[src/rtl/vc_iter_mul_div.sv]
// Iterative shift-add multiplier / restoring divider, fixed latency.
// Define VC_MULDIV_SIGNED_EN to build signed DIV/REM sign handling.
module vc_iter_mul_div #(
  parameter int p_nbits = 32
) (
  input  logic               clk,
  input  logic               reset,
  input  logic               sd,
  input  logic               in_val,
  output logic               in_rdy,
  input  logic [2:0]         in_op,
  input  logic [p_nbits-1:0] in_a,
  input  logic [p_nbits-1:0] in_b,
  output logic               out_val,
  input  logic               out_rdy,
  output logic [p_nbits-1:0] out_data
);

  localparam int N  = p_nbits;
  localparam int CW = $clog2(p_nbits) + 1;
  localparam logic [CW-1:0] LAST = CW'(p_nbits);

  typedef enum logic [1:0] {
    IDLE,
    CALC,
    DONE
  } state_t;

  state_t state, state_nx;

  logic [CW-1:0]  cnt;
  logic [N-1:0]   opa;
  logic [N-1:0]   opb;
  logic [2*N-1:0] prod;
  logic [N-1:0]   rem;
  logic [N-1:0]   quo;
  logic           op_mul;
  logic           op_hi;
  logic           op_rem;

  logic           dec_mul;
  logic           dec_hi;
  logic           dec_rem;
  logic [N-1:0]   a_mag;
  logic [N-1:0]   b_mag;

  logic [N-1:0]   mpp;
  logic [N:0]     msum;
  logic [2*N-1:0] prod_nx;
  logic [N:0]     shf;
  logic [N:0]     dif;
  logic [N-1:0]   rem_nx;
  logic [N-1:0]   quo_nx;
  logic [N-1:0]   q_fix;
  logic [N-1:0]   r_fix;
  logic [N-1:0]   res;

  logic           accept;
  logic           sd_unused;

  assign sd_unused = sd;
  assign accept    = in_val && in_rdy;

`ifdef VC_MULDIV_SIGNED_EN
  localparam logic [N-1:0] ONE = N'(1);

  logic qneg;
  logic rneg;
  logic bz;
  logic dec_sgn;

  function automatic logic [N-1:0] neg(
    input logic [N-1:0] x
  );
    return ~x + ONE;
  endfunction
`endif

  // Decode the request and form operand magnitudes.
  always_comb begin
    dec_mul = (in_op == 3'b000) ||
              (in_op == 3'b001) ||
              (in_op[2:1] == 2'b11);
    dec_hi  = (in_op == 3'b001);
    dec_rem = (in_op == 3'b011) ||
              (in_op == 3'b101);
    a_mag   = in_a;
    b_mag   = in_b;
`ifdef VC_MULDIV_SIGNED_EN
    dec_sgn = (in_op[2:1] == 2'b10);
    if (dec_sgn && in_a[N-1])
      a_mag = neg(in_a);
    if (dec_sgn && in_b[N-1])
      b_mag = neg(in_b);
`endif
  end

  // One multiply step and one division step.
  always_comb begin
    mpp     = prod[0] ? opa : '0;
    msum    = {1'b0, prod[2*N-1:N]} +
              {1'b0, mpp};
    prod_nx = {msum, prod[N-1:1]};
    shf     = {rem, quo[N-1]};
    dif     = shf - {1'b0, opb};
    rem_nx  = dif[N] ? shf[N-1:0]
                     : dif[N-1:0];
    quo_nx  = {quo[N-2:0], ~dif[N]};
    q_fix   = quo_nx;
    r_fix   = rem_nx;
`ifdef VC_MULDIV_SIGNED_EN
    if (qneg && !bz)
      q_fix = neg(quo_nx);
    if (rneg)
      r_fix = neg(rem_nx);
`endif
    if (op_mul)
      res = op_hi ? prod_nx[2*N-1:N]
                  : prod_nx[N-1:0];
    else
      res = op_rem ? r_fix : q_fix;
  end

  // State register.
  always_ff @(posedge clk or posedge reset) begin
    if (reset)
      state <= IDLE;
    else
      state <= state_nx;
  end

  // Next-state and handshake outputs.
  always_comb begin
    state_nx = state;
    in_rdy   = 1'b0;
    out_val  = 1'b0;
    unique case (state)
      IDLE: begin
        in_rdy = 1'b1;
        if (in_val)
          state_nx = CALC;
      end
      CALC: begin
        if (cnt == LAST)
          state_nx = DONE;
      end
      DONE: begin
        out_val = 1'b1;
        if (out_rdy)
          state_nx = IDLE;
      end
      default: state_nx = IDLE;
    endcase
  end

  // Operand latch, iteration and result capture. The first CALC
  // cycle (cnt==0) seeds the datapath; the next N cycles each
  // retire one bit, so latency never depends on operand values.
  always_ff @(posedge clk or posedge reset) begin
    if (reset) begin
      cnt      <= '0;
      opa      <= '0;
      opb      <= '0;
      prod     <= '0;
      rem      <= '0;
      quo      <= '0;
      op_mul   <= 1'b0;
      op_hi    <= 1'b0;
      op_rem   <= 1'b0;
      out_data <= '0;
`ifdef VC_MULDIV_SIGNED_EN
      qneg     <= 1'b0;
      rneg     <= 1'b0;
      bz       <= 1'b0;
`endif
    end else if (accept) begin
      cnt    <= '0;
      opa    <= a_mag;
      opb    <= b_mag;
      op_mul <= dec_mul;
      op_hi  <= dec_hi;
      op_rem <= dec_rem;
`ifdef VC_MULDIV_SIGNED_EN
      qneg   <= dec_sgn &&
                (in_a[N-1] ^ in_b[N-1]);
      rneg   <= dec_sgn && in_a[N-1];
      bz     <= (in_b == '0);
`endif
    end else if (state == CALC) begin
      cnt <= cnt + CW'(1);
      if (cnt == '0) begin
        prod <= {{N{1'b0}}, opb};
        rem  <= '0;
        quo  <= opa;
      end else begin
        prod <= prod_nx;
        rem  <= rem_nx;
        quo  <= quo_nx;
        if (cnt == LAST)
          out_data <= res;
      end
    end
  end

endmodule

[config.mk]
export PLATFORM = sky130hd
export DESIGN_NAME = vc_iter_mul_div
export DESIGN_NICKNAME = d
export VERILOG_FILES = /design/src/rtl/vc_iter_mul_div.sv
export SDC_FILE = /design/constraint.sdc
export NUM_CORES = 1
export LEC_CHECK = 0
export ABC_AREA = 1
export CORE_ASPECT_RATIO = 1.25
export CORE_MARGIN = 5
export CORE_UTILIZATION = 60
export DETAILED_ROUTE_END_ITERATION = 10
export GPL_TIMING_DRIVEN = 0
export PLACE_DENSITY = 0.79
export RECOVER_POWER = 50
export SYNTH_ARGS = -nofsm -noshare
export SYNTH_HDL_FRONTEND = slang
export SYNTH_SLANG_ARGS = --single-unit
[constraint.sdc]
create_clock -name clk -period 11.8 [get_ports clk]
set_input_delay 3.54 -clock clk [delete_from_list [all_inputs] [get_ports clk]]
set_output_delay 3.54 -clock clk [all_outputs]
set_load 0.005 [all_outputs]
Yosys cells after proc, flatten, opt, wreduce, memory -nomap -nowiden

Index checks and enable logic that the tools add are counted.

Register bits: 235
Bits of input ports: 72
Output and inout bits: 34

$add $sub $neg: 3
Equality and inequality tests: 10
Mux-type cells: 16
Bitwise operators: 3
Reduce and logical (&&, ||, !) cells: 11

Operator list:

| cell                                                            | number |
|---|---|
| 32-bit 2-to-1 mux                                               | 7 |
| 64-bit 2-to-1 mux                                               | 1 |
| 32-bit by 32-bit adder with 33-bit output                       | 1 |
| 33-bit by 32-bit subtractor with 33-bit output                  | 1 |
| 6-bit 2-to-1 mux                                                | 2 |
| 6-bit by 1-bit adder with 6-bit output, second input constant   | 1 |
| 6-bit == test, second input constant                            | 1 |
| 6-bit zero test                                                 | 1 |
| 2-bit 2-to-1 mux                                                | 3 |
| 2-bit inequality test, second input constant                    | 3 |
| 2-bit one-hot mux with 3 select lines                           | 1 |
| 2-bit == test, second input constant                            | 2 |
| 4-bit AND reduction                                             | 1 |
| 3-bit by 1-bit == test with 1-bit output, second input constant | 1 |
| 3-bit by 2-bit == test with 1-bit output, second input constant | 1 |
| 3-bit == test, second input constant                            | 1 |
| 3-bit zero test                                                 | 1 |
| 1-bit logical OR                                                | 3 |
| 1-bit inverter                                                  | 3 |
| 3-bit AND reduction                                             | 1 |
| 2-bit by 1-bit == test with 1-bit output, second input constant | 1 |
| 2-bit zero test                                                 | 1 |
| 1-bit 2-to-1 mux                                                | 2 |
| 2-bit AND reduction                                             | 1 |
| other kinds (2)                                                 | 2 |

Logic depth before layout (Yosys ltp)

Depth after elaboration: 5
Gate-level depth with buffers: 21
Mapped depth without buffers: 20

Worst setup path after synthesis

OpenSTA, ideal clock, no wires.

Path kind: input to register
From: input in_val
To: register opb[5]
Arrival: 4.445 ns
Setup slack: 7.273 ns
Cell stages on the path: 6
Path through: nand2_1 inv_1 clkbuf_1 clkbuf_1 nand2_1 o21ai_0

Word-level cells in the longest chain between the ends: 1

RTL lines:

| what                 | RTL line | RTL |
|---|---|---|
| from (decl)          | 9        | `input logic in_val,` |
| 1-bit logical AND    | 62       | `assign accept = in_val && in_rdy;` |
| to (signal assigned) | 179      | `opb <= b_mag;` |
| to (decl)            | 33       | `logic [N-1:0] opb;` |

No other way between the ends.
A chain may end at the register's enable or synchronous reset.

==> flow_summary.yaml <==
floorplanning:
  num_rows: 66
  die_h_um: 190.7
  pin_count: 106
  initial_core_util: 0.6042
  core_um2: 25930
  chipWidth_um: 154.5
  dieArea_um2: 29460
final_layout:
  final_util: 0.6882
  insertedDiodeCount: 0
  n_fill_cell: 2329
  nNetsFinal: 2570
  final_cells: 2784
  drive_above_1_share: 0.03314
  syn2layout_area_growth_pct: 13.90
clock_network:
  cts_hold_buf: 0
  numCtsBuffers: 24
  cts_resized: 0
  postCtsSetupRepairBufs: 0
  clock-sinks: 235
  path_clk_slew_ps: 60
  cts_root_buffer: "clkbuf_16"
  tritoncts: "yes"
  insertion_delay_ps: 540
  clockBufferDepth: 3
  htreeDepth: 1
yosys:
  synth_edf_count: 0
  synth_top_flop_cell: "dfrtp_1"
  ys_top_cells_by_count: "721 x nand2_1, 343 x inv_1, 235 x dfrtp_1"
  yosys.area.top_type_share: 0.3753
  syn_area_um2: 15670
  yosysMostFrequentCell: "nand2_1"
  async_flop_share: 1.000
  ys_warn_count: 0
  synth-seq-cells: 235
  avgSynthCellArea_um2: 6.815
  yosysSeqAreaShare: 0.3753
  yosysTopAreaCell: "dfrtp_1"
  syn_nets: 2439
  synthDistinctLibCells: 44
  syn_inst: 2299
  ys_top_cells_by_area: "dfrtp_1 38%, nand2_1 17%, inv_1 8.2%"
critical_path:
  startpoint: "reset"
  r2r.worst_path.cells: 20
  r2r-end: "out_data[28]$_DFFE_PP0P_"
  worst-r2r-setup-slack_ps: 7880
  cp-start-kind: "primary input"
  crit_fanout: 108
  crit_buf_inv: 2
  crit-reg2reg-launch: "opb[0]$_DFFE_PP0P_"
  crit_path_end_kind: "async pin"
  crit_required_ps: 11560
  cp_cell_sequence: "dlygate4sd3_1 > clkinvlp_2"
  slowest_stage: "clkinvlp_2"
  crit_type: "primary input to async pin"
  path_delay_family: "buffers and inverters"
  cp.arrival_ps: 6910
  critPathMaxStageDelay_ps: 2730
placement:
  gp_congestion: 0.9589
  numPortBuffers: 104
  place_inst: 2744
  hpwl_um: 41720
routing:
  ant_nets: 0
  drt_pass1_iterations: 8
  totalWireLength_um: 52980
  routedWlPerCell_um: 19.03
  first_iter_violations: 1513
  drcViolationCount: 0
  vias: 15980
  vias_per_cell: 5.741
hold_path:
  min_from: "prod[56]$_DFFE_PP0P_"
  whs_path_depth: 1
  hold_path_class: "flop to flop"
  hold_end: "prod[56]$_DFFE_PP0P_"
timing:
  fin_skew_ps: 19.44
  drv_slew: 108
  final.setup.tns_ps: 0
  worst_slew_pin_slew_ps: 4898
  rsz0062_at_grt: "no"
  max_slew_margin: -2.283
  period_needed_ps: 7142
  finalSetupViolations: 0
  fin_crit_sh: 0.6052
  finalHoldViolCount: 0
  hold_ws_ps: 484.7
  clock.fmax_mhz: 140.0
global_routing:
  groute.usage.overall: 0.3573
  grt_pass1_vias: 16030
  grt_pass1_wl_um: 83330
  antenna_found_initial: 0
  grt.overflow.total: 0
  grt_max_degree: 129
power:
  ir_drop_mv: 0.2294
  leakage_uw: 0.009574
  power.density_nw_per_um2: 347.6
outcome:
  status: "complete, but fails checks"
  violations: "capacitance limit, slew limit"
flow_run:
  cap_violations: 1
-- power by group --
group | leakage (uW) | switching (uW) | internal (uW)
Combinational | 0.00624 | 2620 | 1340
Sequential | 0.00295 | 264 | 1210
Clock | 0.000384 | 331 | 442
Total | 0.00957 | 3220 | 2990
-- kinds of logic after synthesis --
group                      count (synthesis)  synth area share
muxes                                      1         0.0006389
and+or+nand+nor                         1016            0.2661
adders and majority gates                 68           0.05526
DFF                                      235            0.3753
buffers and inverters                    438            0.1083
xor gates and xnor gates                  30           0.01677
AOI/OAI and AO/OA                        511            0.1776
-- sequential cells by signal, summed over array words and instances, names as in the netlist --
| signal | flops |
|---|---|
| op_hi | 1 |
| rem | 32 |
| state | 2 |
| opb | 32 |
| op_rem | 1 |
| prod | 64 |
| op_mul | 1 |
| opa | 32 |
| quo | 32 |
| cnt | 6 |
| out_data | 32 |
-- worst max path at each step --
stage	endpoint	slack, ps	cells past startpoint
6_report	opb[17]$_DFFE_PP0P_	4660	2
5_1_grt	opb[17]$_DFFE_PP0P_	3900	2
4_1_cts	opb[30]$_DFFE_PP0P_	6190	6
3_5_place_dp	opb[30]$_DFFE_PP0P_	5690	6
3_3_place_gp	rem[26]$_DFFE_PP0P_	-1110	2
2_1_floorplan	cnt[0]$_DFFE_PP0P_	1810	1
-- cell type report --
type                       count  area [um2]  share of cell area
buffer                        90       362.8             0.02033
clock buffer                  32       670.6             0.03758
inverter                     348        1308             0.07327
multi-input combinational   1626        8025              0.4497
sequential                   235        5881              0.3295
clock inverter                 8       105.1            0.005889
tap                          340       425.4             0.02384
timing repair buffer         105        1069             0.05987
-- cells in the final DEF, fill, tap and decap left out, types with 3 or more instances in the layout --
cell type	Yosys	final
nand2_1	721	727
inv_1	343	343
dfrtp_1	235	235
a21oi_1	234	234
o21ai_0	203	204
nor2_1	123	123
nand3_1	111	116
clkdlybuf4s50_1	0	101
clkbuf_1	73	81
ha_1	66	66
a22o_1	28	28
a21o_1	27	27
xor2_1	25	25
clkbuf_16	0	24
nand2_2	23	22
o21bai_1	8	8
nand4_1	7	7
buf_1	7	7
nor2_2	6	6
nor3_1	6	6
xnor2_1	5	5
buf_2	5	4
o21a_1	4	4
clkinv_2	0	4
clkbuf_8	0	4
inv_2	4	3
dlygate4sd3_1	0	3
-- per-layer routing --
| metal | GRT usage | share of wire |
|---|---|---|
| met2 | 0.6046 | 0.47 |
| met3 | 0.04222 | 0.073 |
| met5 | 0 | 0 |
| met4 | 0.2355 | 0.080 |
| met1 | 0.4288 | 0.38 |
-- through the flow --
step | area [um2] | setup WS, ps | power, uW
after floorplan | 15670 | 1814 | 4191
after global placement | 17130 | -1108 | 5251
after detailed placement | 17170 | 5691 | 5376
after CTS | 17940 | 6191 | 6179
after global routing | 17850 | 3899 | 6716
final | 17850 | 4658 | 6203
Power figures use the tool's default switching activity.
